### src/rtl/trace_pkg.sv
// Shared definitions for the pipeline trace buffer: state encoding, entry width, timestamp width.
// Latency: n/a (types and constants only).
// Backpressure: n/a.
// Optional build macro PIPE_TRACE_TS_EN appends a 32-bit cycle timestamp to every trace entry.
package trace_pkg;

  // Externally visible capture state; the numeric values appear on the state port.
  typedef enum logic [1:0] {
    ST_IDLE  = 2'd0,
    ST_ARMED = 2'd1,
    ST_POST  = 2'd2,
    ST_DONE  = 2'd3
  } trace_state_e;

  localparam int TS_W = 32;

`ifdef PIPE_TRACE_TS_EN
  localparam int TS_BITS = TS_W;
`else
  localparam int TS_BITS = 0;
`endif

  // Entry layout is {trig_tag, ch_vld, ch_data[, timestamp]}.
  function automatic int entry_w(input int num_ch, input int ch_w);
    return 1 + num_ch * (ch_w + 1) + TS_BITS;
  endfunction

endpackage

### src/rtl/trace_ram.sv
// Trace storage: DEPTH x WIDTH array with one write port and one registered read port.
// Latency: read data appears one cycle after rd_en; writes land at the clock edge.
// Backpressure: none; every enabled access completes in its cycle.
//
// Ports:
//   clk, rst        clock; rst clears only the read-data register, never the array
//   wr_en/wr_addr/wr_data   write port
//   rd_en/rd_addr           read request; rd_data holds until the next rd_en
//   rd_data                 registered read data
module trace_ram #(
  parameter  int DEPTH = 16,
  parameter  int WIDTH = 69,
  localparam int AW    = $clog2(DEPTH)
) (
  input  logic             clk,
  input  logic             rst,
  input  logic             wr_en,
  input  logic [AW-1:0]    wr_addr,
  input  logic [WIDTH-1:0] wr_data,
  input  logic             rd_en,
  input  logic [AW-1:0]    rd_addr,
  output logic [WIDTH-1:0] rd_data
);

  logic [WIDTH-1:0] mem_q [DEPTH];
  logic [WIDTH-1:0] rd_data_q;

  always_ff @(posedge clk) begin
    if (wr_en) begin
      mem_q[wr_addr] <= wr_data;
    end
  end

  always_ff @(posedge clk) begin
    if (rst) begin
      rd_data_q <= '0;
    end else if (rd_en) begin
      rd_data_q <= mem_q[rd_addr];
    end
  end

  assign rd_data = rd_data_q;

endmodule

### src/rtl/pipe_trace_buf.sv
// Pipeline trace buffer: records per-channel valid/data every cycle while armed, stops
// POST_CNT samples after a trigger rising edge, then replays the window oldest-first.
// Latency: capture writes in the sample cycle; readout data one cycle after rd_en.
// Backpressure: none; the reader paces readout with rd_en, one entry per cycle.
//
// Ports:
//   clk, rst        clock and synchronous active-high reset
//   arm             pulse; (re)starts a capture from any state
//   trig            trigger level; only its rising edge fires
//   ch_vld, ch_data per-channel valid and data, channel 0 in the MSBs
//   rd_en           readout request while DONE
//   rd_data, rd_vld readout entry and its one-cycle valid pulse
//   state, count    capture state and entries written / still to be read
// Build macro PIPE_TRACE_TS_EN adds a free-running 32-bit timestamp to each entry's LSBs.
module pipe_trace_buf
  import trace_pkg::*;
#(
  parameter  int NUM_CH   = 4,
  parameter  int CH_W     = 16,
  parameter  int DEPTH    = 16,
  parameter  int POST_CNT = 8,
  localparam int ENTRY_W  = entry_w(NUM_CH, CH_W),
  localparam int CNT_W    = $clog2(DEPTH) + 1
) (
  input  logic                   clk,
  input  logic                   rst,
  input  logic                   arm,
  input  logic                   trig,
  input  logic [NUM_CH-1:0]      ch_vld,
  input  logic [NUM_CH*CH_W-1:0] ch_data,
  input  logic                   rd_en,
  output logic [ENTRY_W-1:0]     rd_data,
  output logic                   rd_vld,
  output logic [1:0]             state,
  output logic [CNT_W-1:0]       count
);

  localparam int AW = $clog2(DEPTH);

  trace_state_e     state_q, state_d;
  logic [AW-1:0]    wr_ptr_q, wr_ptr_d;
  logic [AW-1:0]    rd_ptr_q, rd_ptr_d;
  logic             wrapped_q, wrapped_d;
  logic [CNT_W-1:0] count_q, count_d;
  logic [AW-1:0]    post_q, post_d;
  logic             trig_q;
  logic             rd_vld_q, rd_vld_d;

  logic               trig_rise;
  logic               capturing;
  logic               wr_en;
  logic               wr_tag;
  logic               last_wr;
  logic               rd_fire;
  logic [AW-1:0]      wr_ptr_inc;
  logic               wrapped_inc;
  logic [CNT_W-1:0]   count_sat;
  logic [ENTRY_W-1:0] wr_entry;

  // trig_q follows trig in every state, so a level already high when armed
  // must drop and rise again before it counts as a trigger.
  assign trig_rise = trig & ~trig_q;

  assign capturing = (state_q == ST_ARMED) || (state_q == ST_POST);
  assign wr_en     = capturing && !arm;
  assign wr_tag    = (state_q == ST_ARMED) && trig_rise;

  // Final write of the window: the trigger sample itself when no post samples
  // are requested, otherwise the post sample taken with the counter at 1.
  assign last_wr = ((state_q == ST_ARMED) && trig_rise && (POST_CNT == 0)) ||
                   ((state_q == ST_POST) && (post_q == AW'(1)));

  assign rd_fire = (state_q == ST_DONE) && rd_en && (count_q != '0) && !arm;

  // Pointer and count values as they stand after this cycle's write.
  assign wr_ptr_inc  = wr_ptr_q + AW'(1);
  assign wrapped_inc = wrapped_q | (wr_ptr_q == AW'(DEPTH - 1));
  assign count_sat   = (count_q == CNT_W'(DEPTH)) ? count_q : count_q + CNT_W'(1);

`ifdef PIPE_TRACE_TS_EN
  logic [TS_W-1:0] ts_q;

  always_ff @(posedge clk) begin
    if (rst) begin
      ts_q <= '0;
    end else begin
      ts_q <= ts_q + TS_W'(1);
    end
  end

  assign wr_entry = {wr_tag, ch_vld, ch_data, ts_q};
`else
  assign wr_entry = {wr_tag, ch_vld, ch_data};
`endif

  always_comb begin
    state_d   = state_q;
    wr_ptr_d  = wr_ptr_q;
    rd_ptr_d  = rd_ptr_q;
    wrapped_d = wrapped_q;
    count_d   = count_q;
    post_d    = post_q;
    rd_vld_d  = 1'b0;

    if (arm) begin
      // arm wins over trigger and readout in whatever state it arrives.
      state_d   = ST_ARMED;
      wr_ptr_d  = '0;
      rd_ptr_d  = '0;
      wrapped_d = 1'b0;
      count_d   = '0;
      post_d    = '0;
    end else begin
      case (state_q)
        ST_ARMED, ST_POST: begin
          wr_ptr_d  = wr_ptr_inc;
          wrapped_d = wrapped_inc;
          count_d   = count_sat;
          if (state_q == ST_ARMED) begin
            if (trig_rise) begin
              state_d = ST_POST;
              post_d  = AW'(POST_CNT);
            end
          end else begin
            post_d = post_q - AW'(1);
          end
          if (last_wr) begin
            // Once wrapped the oldest entry sits at the next write slot.
            state_d  = ST_DONE;
            rd_ptr_d = wrapped_inc ? wr_ptr_inc : '0;
            count_d  = wrapped_inc ? CNT_W'(DEPTH) : CNT_W'(wr_ptr_inc);
          end
        end
        ST_DONE: begin
          if (rd_fire) begin
            rd_ptr_d = rd_ptr_q + AW'(1);
            count_d  = count_q - CNT_W'(1);
            rd_vld_d = 1'b1;
            if (count_q == CNT_W'(1)) begin
              state_d = ST_IDLE;
            end
          end
        end
        default: begin
        end
      endcase
    end
  end

  always_ff @(posedge clk) begin
    if (rst) begin
      state_q   <= ST_IDLE;
      wr_ptr_q  <= '0;
      rd_ptr_q  <= '0;
      wrapped_q <= 1'b0;
      count_q   <= '0;
      post_q    <= '0;
      trig_q    <= 1'b0;
      rd_vld_q  <= 1'b0;
    end else begin
      state_q   <= state_d;
      wr_ptr_q  <= wr_ptr_d;
      rd_ptr_q  <= rd_ptr_d;
      wrapped_q <= wrapped_d;
      count_q   <= count_d;
      post_q    <= post_d;
      trig_q    <= trig;
      rd_vld_q  <= rd_vld_d;
    end
  end

  trace_ram #(
    .DEPTH (DEPTH),
    .WIDTH (ENTRY_W)
  ) u_trace_ram (
    .clk     (clk),
    .rst     (rst),
    .wr_en   (wr_en),
    .wr_addr (wr_ptr_q),
    .wr_data (wr_entry),
    .rd_en   (rd_fire),
    .rd_addr (rd_ptr_q),
    .rd_data (rd_data)
  );

  assign rd_vld = rd_vld_q;
  assign state  = state_q;
  assign count  = count_q;

endmodule

### config.mk
export PLATFORM = sky130hd
export DESIGN_NAME = pipe_trace_buf
export DESIGN_NICKNAME = d
export VERILOG_FILES = /design/src/rtl/trace_pkg.sv /design/src/rtl/trace_ram.sv /design/src/rtl/pipe_trace_buf.sv
export SDC_FILE = /design/constraint.sdc
export NUM_CORES = 1
export LEC_CHECK = 0
export ABC_AREA = 0
export BUFFER_PORTS_ARGS = -buffer_cell sky130_fd_sc_hd__buf_2
export CAP_MARGIN = 5
export CORE_ASPECT_RATIO = 1.5
export CORE_MARGIN = 2
export CORE_UTILIZATION = 56
export CTS_CLUSTER_DIAMETER = 40
export DETAILED_ROUTE_END_ITERATION = 8
export PLACE_DENSITY = 0.87
export SKIP_CTS_REPAIR_TIMING = 1
export SYNTH_ARGS = -nofsm -noshare
export SYNTH_HDL_FRONTEND = slang
export SYNTH_SLANG_ARGS = --single-unit
### constraint.sdc
create_clock -name clk -period 3.3 [get_ports clk]
set_input_delay 0.33 -clock clk [delete_from_list [all_inputs] [get_ports clk]]
set_output_delay 0.33 -clock clk [all_outputs]
set_load 0.005 [all_outputs]
* Word-level counts from Yosys, hierarchy flattened
Memories as Yosys holds them, arrays and structs flattened. A register that Yosys moved wholly into a read port is not among the register bits. Index checks and enable logic that the tools add are counted.
Word-level totals: register bits 22, memory bits (writable) 1104, word-level logic and storage cells 77, memories kept 1
Operators by class: add/subtract/negate cells 5, eq/ne operators 18, multiplexer cells 21, bitwise logic cells 4, reduce and logical (&&, ||, !) cells 19
Memory list:
- u_trace_ram.mem_q | depth 16, bits a word 69, read ports 1, clocked after Yosys merged registers in 1, wr ports 1, RTL line trace_ram.sv:25 | logic [WIDTH-1:0] mem_q [DEPTH];
Operators by type and width (number):
- 2-to-1 mux 4 bit | 5
- 2-to-1 mux 5 bit | 4
- inequality test 3 bit (second input constant) | 4
- 2-to-1 mux 2 bit | 5
- case mux 5 bit (2 select lines) | 1
- AND reduction 5 bit | 2
- adder 4 x 1 -> 4 bit (second input constant) | 2
- inequality test 4 bit (second input constant) | 2
- case mux 4 bit (2 select lines) | 1
- logical AND 1 bit | 6
- inequality test 2 bit (second input constant) | 3
- AND reduction 3 bit | 2
- adder 5 x 1 -> 5 bit (second input constant) | 1
- == test 5 x 1 -> 1 bit (second input constant) | 1
- == test 5 bit (second input constant) | 1
- nonzero test 5 bit | 1
- subtractor 5 x 1 -> 5 bit (second input constant) | 1
- == test 2 bit (second input constant) | 2
- == test 4 x 1 -> 1 bit (second input constant) | 1
- == test 4 bit (second input constant) | 1
- 2-to-1 mux 1 bit | 4
- case mux 2 bit (2 select lines) | 1
- OR reduction 2 bit | 2
- subtractor 4 x 1 -> 4 bit (second input constant) | 1
- other kinds (12) | 13

* Logic depth before layout (Yosys ltp)
Gate-level depths: netlist of run 1.
depth after elaboration 7, mapped depth 9

* Cells and area by module
A second synthesis of run 1 with hierarchy kept.
Unflattened totals: cell total of the unflattened synthesis 2768, area, all modules 46031.6 sq um
Modules (own cells, without submodules):
- trace_ram | times used 1, cells each 2589, area each 44510.2 sq um, seq. area each 34533.1 sq um
- pipe_trace_buf | times used 1, cells each 179, area each 1521.5 sq um, seq. area each 440.4 sq um

* Least setup slack after synthesis of run 1
No wires, ideal clock.
path kind reg2reg, start point reg state_q[0], in the netlist state[0], end point mem u_trace_ram.mem_q[4][0], enable pin, setup time 0.434 ns, arrival time 3.116 ns, data required time 2.866 ns, path slack -0.250 ns, cell stages (with the launch flop) 7, buffers on the path 1, cell sequence dfxtp_1 > inv_1 > ha_1 > clkbuf_1 > nand2b_1 > nor3b_1 > and2_1
On the way: longest elaborated chain between the ends 5, elaborated cells on any way between the ends 6, classes of those cells eq/ne: 2; mux: 2; reduce/logical: 2
Ends and longest elaborated chain:
- start, declared | RTL line pipe_trace_buf.sv:40 | trace_state_e state_q, state_d;
- start signal, assigned | RTL line pipe_trace_buf.sv:161 | state_q <= state_d;
- == test 2 x 1 -> 1 bit / == test 2 bit (equally long branches) | RTL line pipe_trace_buf.sv:64 | assign capturing = (state_q == ST_ARMED) || (state_q == ST_POST);
- logical OR 1 bit (*) | RTL line pipe_trace_buf.sv:64
- named net capturing | RTL line pipe_trace_buf.sv:50 | logic capturing;
- logical AND 1 bit (*) | RTL line pipe_trace_buf.sv:65 | assign wr_en = capturing && !arm;
- 2-to-1 mux 1 bit (*) | RTL line trace_ram.sv:29 | if (wr_en) begin
- 2-to-1 mux 1 bit (implied by the code) (*) | RTL line trace_ram.sv:30 | mem_q[wr_addr] <= wr_data;
- end, declared | RTL line trace_ram.sv:25
Mark *: on every way through the listed nets, which the timed path passes. The rest lies on a longest branch.

* Final worst setup path of run 1
start point reg state_q[0], in the netlist state[0], end point mem u_trace_ram.mem_q[10][10], enable pin
The elaborated chain is that of the path after synthesis.

==> flow_metrics.py, run 1 <==
metrics = {
    "status": {
        "outcome": "complete, but fails checks",
        "violations": "negative hold slack",
    },
    "setup_path": {
        "crit_path_max_incr_delay_ps": 700,
        "cp.required_ps": 3660,
        "path_cells": "inv_1, ha_1, nand2b_1, nor3b_1, and2_4, buf_12",
        "worstSetupEndpointType": "register",
        "worstPathArrival_ps": 3320,
        "critPathKind": "reg -> reg",
        "cp-startpoint": "state[0]",
        "worstPathMaxFanout": 26,
        "critPathSlowestCell": "and2_4",
        "crit_path_start_kind": "register",
        "r2r-start": "state[0]",
    },
    "logic_synthesis": {
        "async_flop_share": 0,
        "syn_area_mm2": 0.0454,
        "synth_seq_cells": 1195,
        "synth_area_leaders": "edfxtp_1, mux4_2, dfxtp_1",
        "syn_inst": 2057,
        "syn_nets": 2145,
        "synth.distinct_cells": 59,
        "syn_avg_cell_area_um2": 22.1,
        "ys.flop_type": "edfxtp_1",
        "netlist.area_leader.share": 0.730,
        "seq_area_frac_synth": 0.770,
        "muxShareOfSynthArea": 0.155,
        "yosys.cell_count.top_type": "edfxtp_1",
        "synth-compound-area-share": 0.0345,
        "yosysWarningCount": 0,
        "yosys.area.top_type": "edfxtp_1",
        "synth_edf_count": 1104,
        "synth_common_cells": "edfxtp_1, mux4_2, dfxtp_1",
        "yosys.area_share.adder": 0.00413,
        "synth_top_family_by_area": "multiplexers",
        "synth_simple_gate_area_frac": 0.0214,
        "synth-xor-area-share": 0.00116,
    },
    "hold_path": {
        "worst_hold_startpoint": "rst",
        "min_path_type": "in -> reg",
    },
    "route": {
        "dr.first_iter.drc_count": 2788,
        "viasPerCell": 6.77,
        "route.detailed.drc": 0,
        "routedWlPerCell_um": 32.2,
        "wl_um": 109000,
        "ant_nets": 0,
        "vias": 22982,
        "firstDrtPassIters": 7,
    },
    "global_route": {
        "grt.total_usage": 0.264,
        "grt_max_degree": 70,
        "antenna_found_initial": 7,
        "grt_pass1_wl_um": 161000,
        "grt_pass1_vias": 24145,
        "globalRouteOverflowTotal": 0,
    },
    "timing": {
        "finalCriticalPeriod_ps": 2960,
        "setup_ws_ps": 342,
        "clock_skew_ps": 30.9,
        "finalHoldWorstSlack_ps": -3.98,
        "worst_slew_pin_slew_ps": 1240,
        "slew_headroom": 0.170,
        "setup_tns_ps": 0,
        "fmax_ghz": 0.338,
        "slew_viol_final": 0,
        "setup_violations": 0,
        "period_share": 0.896,
        "hold_viol_final": 1,
        "rsz0062_at_grt": "false",
    },
    "die": {
        "fp.dieH_um": 353,
        "die_w_um": 237,
        "fp-row-count": 127,
        "core_area_mm2": 0.0801,
        "die_area_mm2": 0.0835,
        "start_util": 0.567,
        "top_level_ports": 150,
    },
    "power": {
        "p_per_area_mw_per_mm2": 586,
        "peakVddDrop_mv": 0.428,
        "leakagePower_nw": 16.5,
    },
    "clock_tree": {
        "cts_tree": "built",
        "cts_buffer_depth": 3,
        "cts.clk_slew.worst_paths_ps": 70,
        "cts_max_level": 3,
        "insertion_delay_ps": 700,
        "ctsRootBufferMaster": "clkbuf_16",
        "clock-sinks": 1195,
        "cts_buffers": 103,
    },
    "layout": {
        "nFillCells": 4817,
        "fin_cells": 3394,
        "syn_to_final_growth_pct": 13.5,
        "drive_gt1_frac": 0.337,
        "num-nets-final": 2357,
        "final_cell_area_mm2": 0.0516,
        "final_core_util": 0.644,
    },
    "placed_design": {
        "dpl.hpwl_um": 59900,
        "place_ws_ps": 572,
        "placed_cell_area_mm2": 0.0480,
        "portBuffers": 149,
        "gp_congestion": 0.838,
        "dpl.cell_count": 3195,
    },
    "flow_run": {
        "maxCapViolCount": 0,
    },
}
==> worst max-delay path: cells and delay by family, from the launching register on <==
kind,cells,cell delay [ps]
simple gates,3,1530
flops,1,400
fa+ha+maj,1,310
buf+inv,2,370
==> metal layers <==
layer | share of wire | vias to the layer above | track usage
met5 | 0.00025 | - | 0
met1 | 0.34 | 11942 | 0.313
met2 | 0.53 | 1588 | 0.464
li1 | - | 9057 | -
met4 | 0.053 | 4 | 0.135
met3 | 0.081 | 391 | 0.0471
==> report_power, final <==
part           total, W  leakage (nW)  internal, W  switching (W)
Clock            0.0128          1.76      0.00724        0.00554
Combinational  0.000829          4.03     0.000309       0.000520
Sequential       0.0166          10.7       0.0166      0.0000360
Total            0.0302          16.5       0.0241        0.00609
==> sequential cells by signal, summed over array words and instances (netlist names), 2 cells and up <==
| register | flops |
|---|---|
| post_q | 4 |
| state | 2 |
| u_trace_ram.rd_data | 69 |
| rd_ptr_q | 4 |
| u_trace_ram.mem_q | 1104 |
| count | 5 |
| wr_ptr_q | 4 |
==> cells in the final DEF (no fill, tap or decap), drive strengths merged, types with 5 or more instances in the layout <==
cell type / count
edfxtp: 1104
mux4: 276
buf: 218
clkbuf: 128
a22oi: 115
dfxtp: 91
nand2: 78
mux2: 57
clkinv: 42
a21oi: 32
nor2: 24
inv: 17
and2: 16
nor3: 16
o22ai: 15
ha: 15
bufinv: 15
a211oi: 13
nor2b: 13
nand3: 6
o21ai: 5
a31oi: 5
or3: 5
clkinvlp: 5
==> through the flow <==
step	power, W	hold WS, ps
after floorplan	0.0174	399
after global placement	0.0177	471
after detailed placement	0.0177	478
after CTS	0.0304	-145
after global routing	0.0309	4.81
final	0.0302	-3.98
==> cells by family after synthesis <==
kind of cell | count (synthesis)
XOR/XNOR | 6
flip-flops | 1195
multiplexers | 336
adder cells (fa/ha/maj) | 15
AND/OR/NAND/NOR | 186
AO/OA/AOI/OAI | 195
buffers and inverters | 124
==> worst paths after layout <==
path | end | slack, ps | depth (start not counted)
worst max-delay path | u_trace_ram.mem_q[10][10] | 340 | 6
worst min-delay path | trig_q | -4 | 2
worst max register to register | u_trace_ram.mem_q[10][10] | 340 | 6
worst min register to register | u_trace_ram.rd_data[16] | 490 | 2
==> final cells by class <==
type / instances / area [um^2] / share of cell area
clock buffer: 128 / 2780 / 0.0540
multi-input combinational: 738 / 9880 / 0.192
inverter: 12 / 45.0 / 0.000873
tap: 1032 / 1290 / 0.0250
antenna: 3 / 7.51 / 0.000146
sequential: 1195 / 35000 / 0.678
clock inverter: 67 / 812 / 0.0157
timing repair buffer: 219 / 1770 / 0.0344
No activity file was read; power rests on OpenSTA's default activity.
==> run 2: changes to the inputs <==
CELL_PAD_IN_SITES_DETAIL_PLACEMENT = 0   (was unset)
CELL_PAD_IN_SITES_GLOBAL_PLACEMENT = 1   (was unset)
CORE_UTILIZATION = 49   (was 56)
CTS_CLUSTER_SIZE = 20   (was unset)
PLACE_DENSITY = unset   (was 0.87)
PLACE_DENSITY_LB_ADDON = 0.1   (was unset)
==> run 2 against run 1 <==
Against the previous run:
- the flow now finishes without violations
- count of clock-buffer cells in the layout is 1 higher
- non-clock buffer count is 45 higher
- first-iteration DRC count is 36% lower
- die area is 14% higher
- register-to-register slack worse by 60 ps
- critical endpoint is now u_trace_ram.rd_data[29]
- cell count is 6.4% higher
- power is 5.0% higher
- combinational power is 5.8% higher
- sequential power hardly changed
- routed wire length is 3.4% lower
==> flow_metrics.py, run 2 (synthesis results as in run 1) <==
metrics = {
    "die": {
        "fp.dieH_um": 377,
        "start_util": 0.495,
        "fp-row-count": 136,
        "top_level_ports": 150,
        "die_area_mm2": 0.0952,
        "core_area_mm2": 0.0917,
        "die_w_um": 253,
    },
    "power": {
        "pwr-share-comb": 0.028,
        "sw_frac_of_total": 0.214,
        "peakVddDrop_mv": 0.471,
        "clock_power_share": 0.449,
        "p_sw_w": 0.00681,
        "leakagePower_nw": 17.0,
        "p_per_area_mw_per_mm2": 600,
        "pwr-share-seq": 0.524,
        "p_int_w": 0.0249,
    },
    "setup_path": {
        "worstPathMaxFanout": 27,
        "cp.required_ps": 3960,
        "worstPathArrival_ps": 3680,
        "worstSetupEndpointType": "register",
        "ff2ff_path_depth": 8,
        "cp_num_buf_inv": 2,
        "path_cells": "inv_1, ha_1, nor4b_4, nor2_2, and3_2, buf_4, a22oi_1, nand2_1",
        "cp.depth": 8,
        "crit_path_start_kind": "register",
        "critPathKind": "reg -> reg",
        "critPathSlowestCell": "and3_2",
        "cp_top_family": "simple AND/OR/NAND/NOR gates",
        "crit_path_max_incr_delay_ps": 600,
    },
    "global_route": {
        "grt_max_degree": 58,
        "grt.total_usage": 0.227,
        "grt_pass1_wl_um": 155000,
        "globalRouteOverflowTotal": 0,
        "antenna_found_initial": 7,
        "grt_pass1_vias": 22695,
    },
    "hold_path": {
        "min_path_type": "in -> reg",
        "hold_depth": 1,
    },
    "clock_tree": {
        "ctsRootBufferMaster": "clkbuf_16",
        "insertion_delay_ps": 730,
        "cts_tree": "built",
        "clock-sinks": 1195,
        "cts_buffer_depth": 3,
        "cts.clk_slew.worst_paths_ps": 70,
        "cts_buffers": 119,
        "cts_max_level": 3,
    },
    "placed_design": {
        "gp_congestion": 0.773,
        "dpl.hpwl_um": 64800,
        "place_ws_ps": 310,
        "portBuffers": 149,
        "placed_cell_area_mm2": 0.0484,
    },
    "layout": {
        "final_common_cell": "edfxtp_1",
        "largest_reg_flops": 1104,
        "final-seq-area_mm2": 0.0350,
        "nFillCells": 6722,
        "drive_gt1_frac": 0.352,
        "regMostFlops": "u_trace_ram.mem_q",
        "num-nets-final": 2418,
        "final_cell_area_mm2": 0.0529,
        "multi_input_area_mm2": 0.00988,
        "final_cell_mix": "edfxtp_1, mux4_2, buf_2",
        "syn_to_final_growth_pct": 16.5,
    },
    "timing": {
        "worst_slew_pin_slew_ps": 797,
        "setup_violations": 0,
        "clock_skew_ps": 30.9,
        "setup_tns_ps": 0,
        "slew_headroom": 0.468,
        "rsz0062_at_grt": "false",
        "period_share": 0.916,
        "slew_viol_final": 0,
        "finalHoldWorstSlack_ps": 4.25,
        "hold_viol_final": 0,
        "setup_ws_ps": 278,
        "finalCriticalPeriod_ps": 3020,
        "fmax_ghz": 0.331,
    },
    "route": {
        "vias": 21401,
        "dr.first_iter.drc_count": 1777,
        "wl_um": 106000,
        "route.detailed.drc": 0,
        "viasPerCell": 5.92,
        "ant_nets": 0,
        "firstDrtPassIters": 5,
        "routedWlPerCell_um": 29.2,
    },
    "flow_run": {
        "maxCapViolCount": 0,
    },
    "status": {
        "outcome": "completed",
    },
}
run 2: changes by cell type in the layout (fill, tap and decap cells not counted), moves of 9 or more:
| cell | previous run | this run |
|---|---|---|
| buf_12 | 40 | 49 |
| clkbuf_1 | 16 | 5 |
| clkbuf_16 | 105 | 120 |
| clkinv_2 | 24 | 10 |
| clkinvlp_4 | 5 | 17 |
| dlygate4sd3_1 | 1 | 30 |
| inv_6 | 1 | 20 |
run 2: worst paths after layout:
path	from	end	slack, ps
min reg2reg	u_trace_ram.rd_data[56]	u_trace_ram.rd_data[56]	490
min	ch_data[26]	u_trace_ram.mem_q[13][26]	4
max reg2reg	count[0]	u_trace_ram.rd_data[29]	280
max	count[0]	u_trace_ram.rd_data[29]	280
run 2: routing by layer:
layer / wire (um) / GRT usage
met5: 51 / 0
met4: 2570 / 0.0718
met3: 4860 / 0.0375
met2: 56700 / 0.405
met1: 41300 / 0.283
run 2: layout make-up:
class                           instances  share of cell area
Sequential cell                      1195               0.661
Multi-Input combinational cell        738               0.187
Clock buffer                          129              0.0581
Timing Repair Buffer                  264              0.0434
Tap cell                             1173              0.0277
Clock inverter                         98              0.0217
Inverter                               12            0.000851
Antenna cell                            3            0.000142
run 2: stage by stage:
| stage | instances | util | total power (W) |
|---|---|---|---|
| after detailed placement | 3352 | 0.527 | 0.0178 |
| after global placement | 3352 | 0.527 | 0.0178 |
| after CTS | 3579 | 0.574 | 0.0320 |
| after floorplan | 2057 | - | 0.0174 |
| after global routing | 3609 | 0.577 | 0.0326 |
| final | 3612 | 0.577 | 0.0317 |
run 2: power by group through the flow:
stage | Combinational [W] | Clock (W) | Sequential (W)
final | 0.000877 | 0.0142 | 0.0166
after detailed placement | 0.000869 | 0 | 0.0169
after global routing | 0.000947 | 0.0151 | 0.0166
after floorplan | 0.000432 | 0 | 0.0169
after global placement | 0.000847 | 0 | 0.0169
after CTS | 0.000870 | 0.0145 | 0.0166
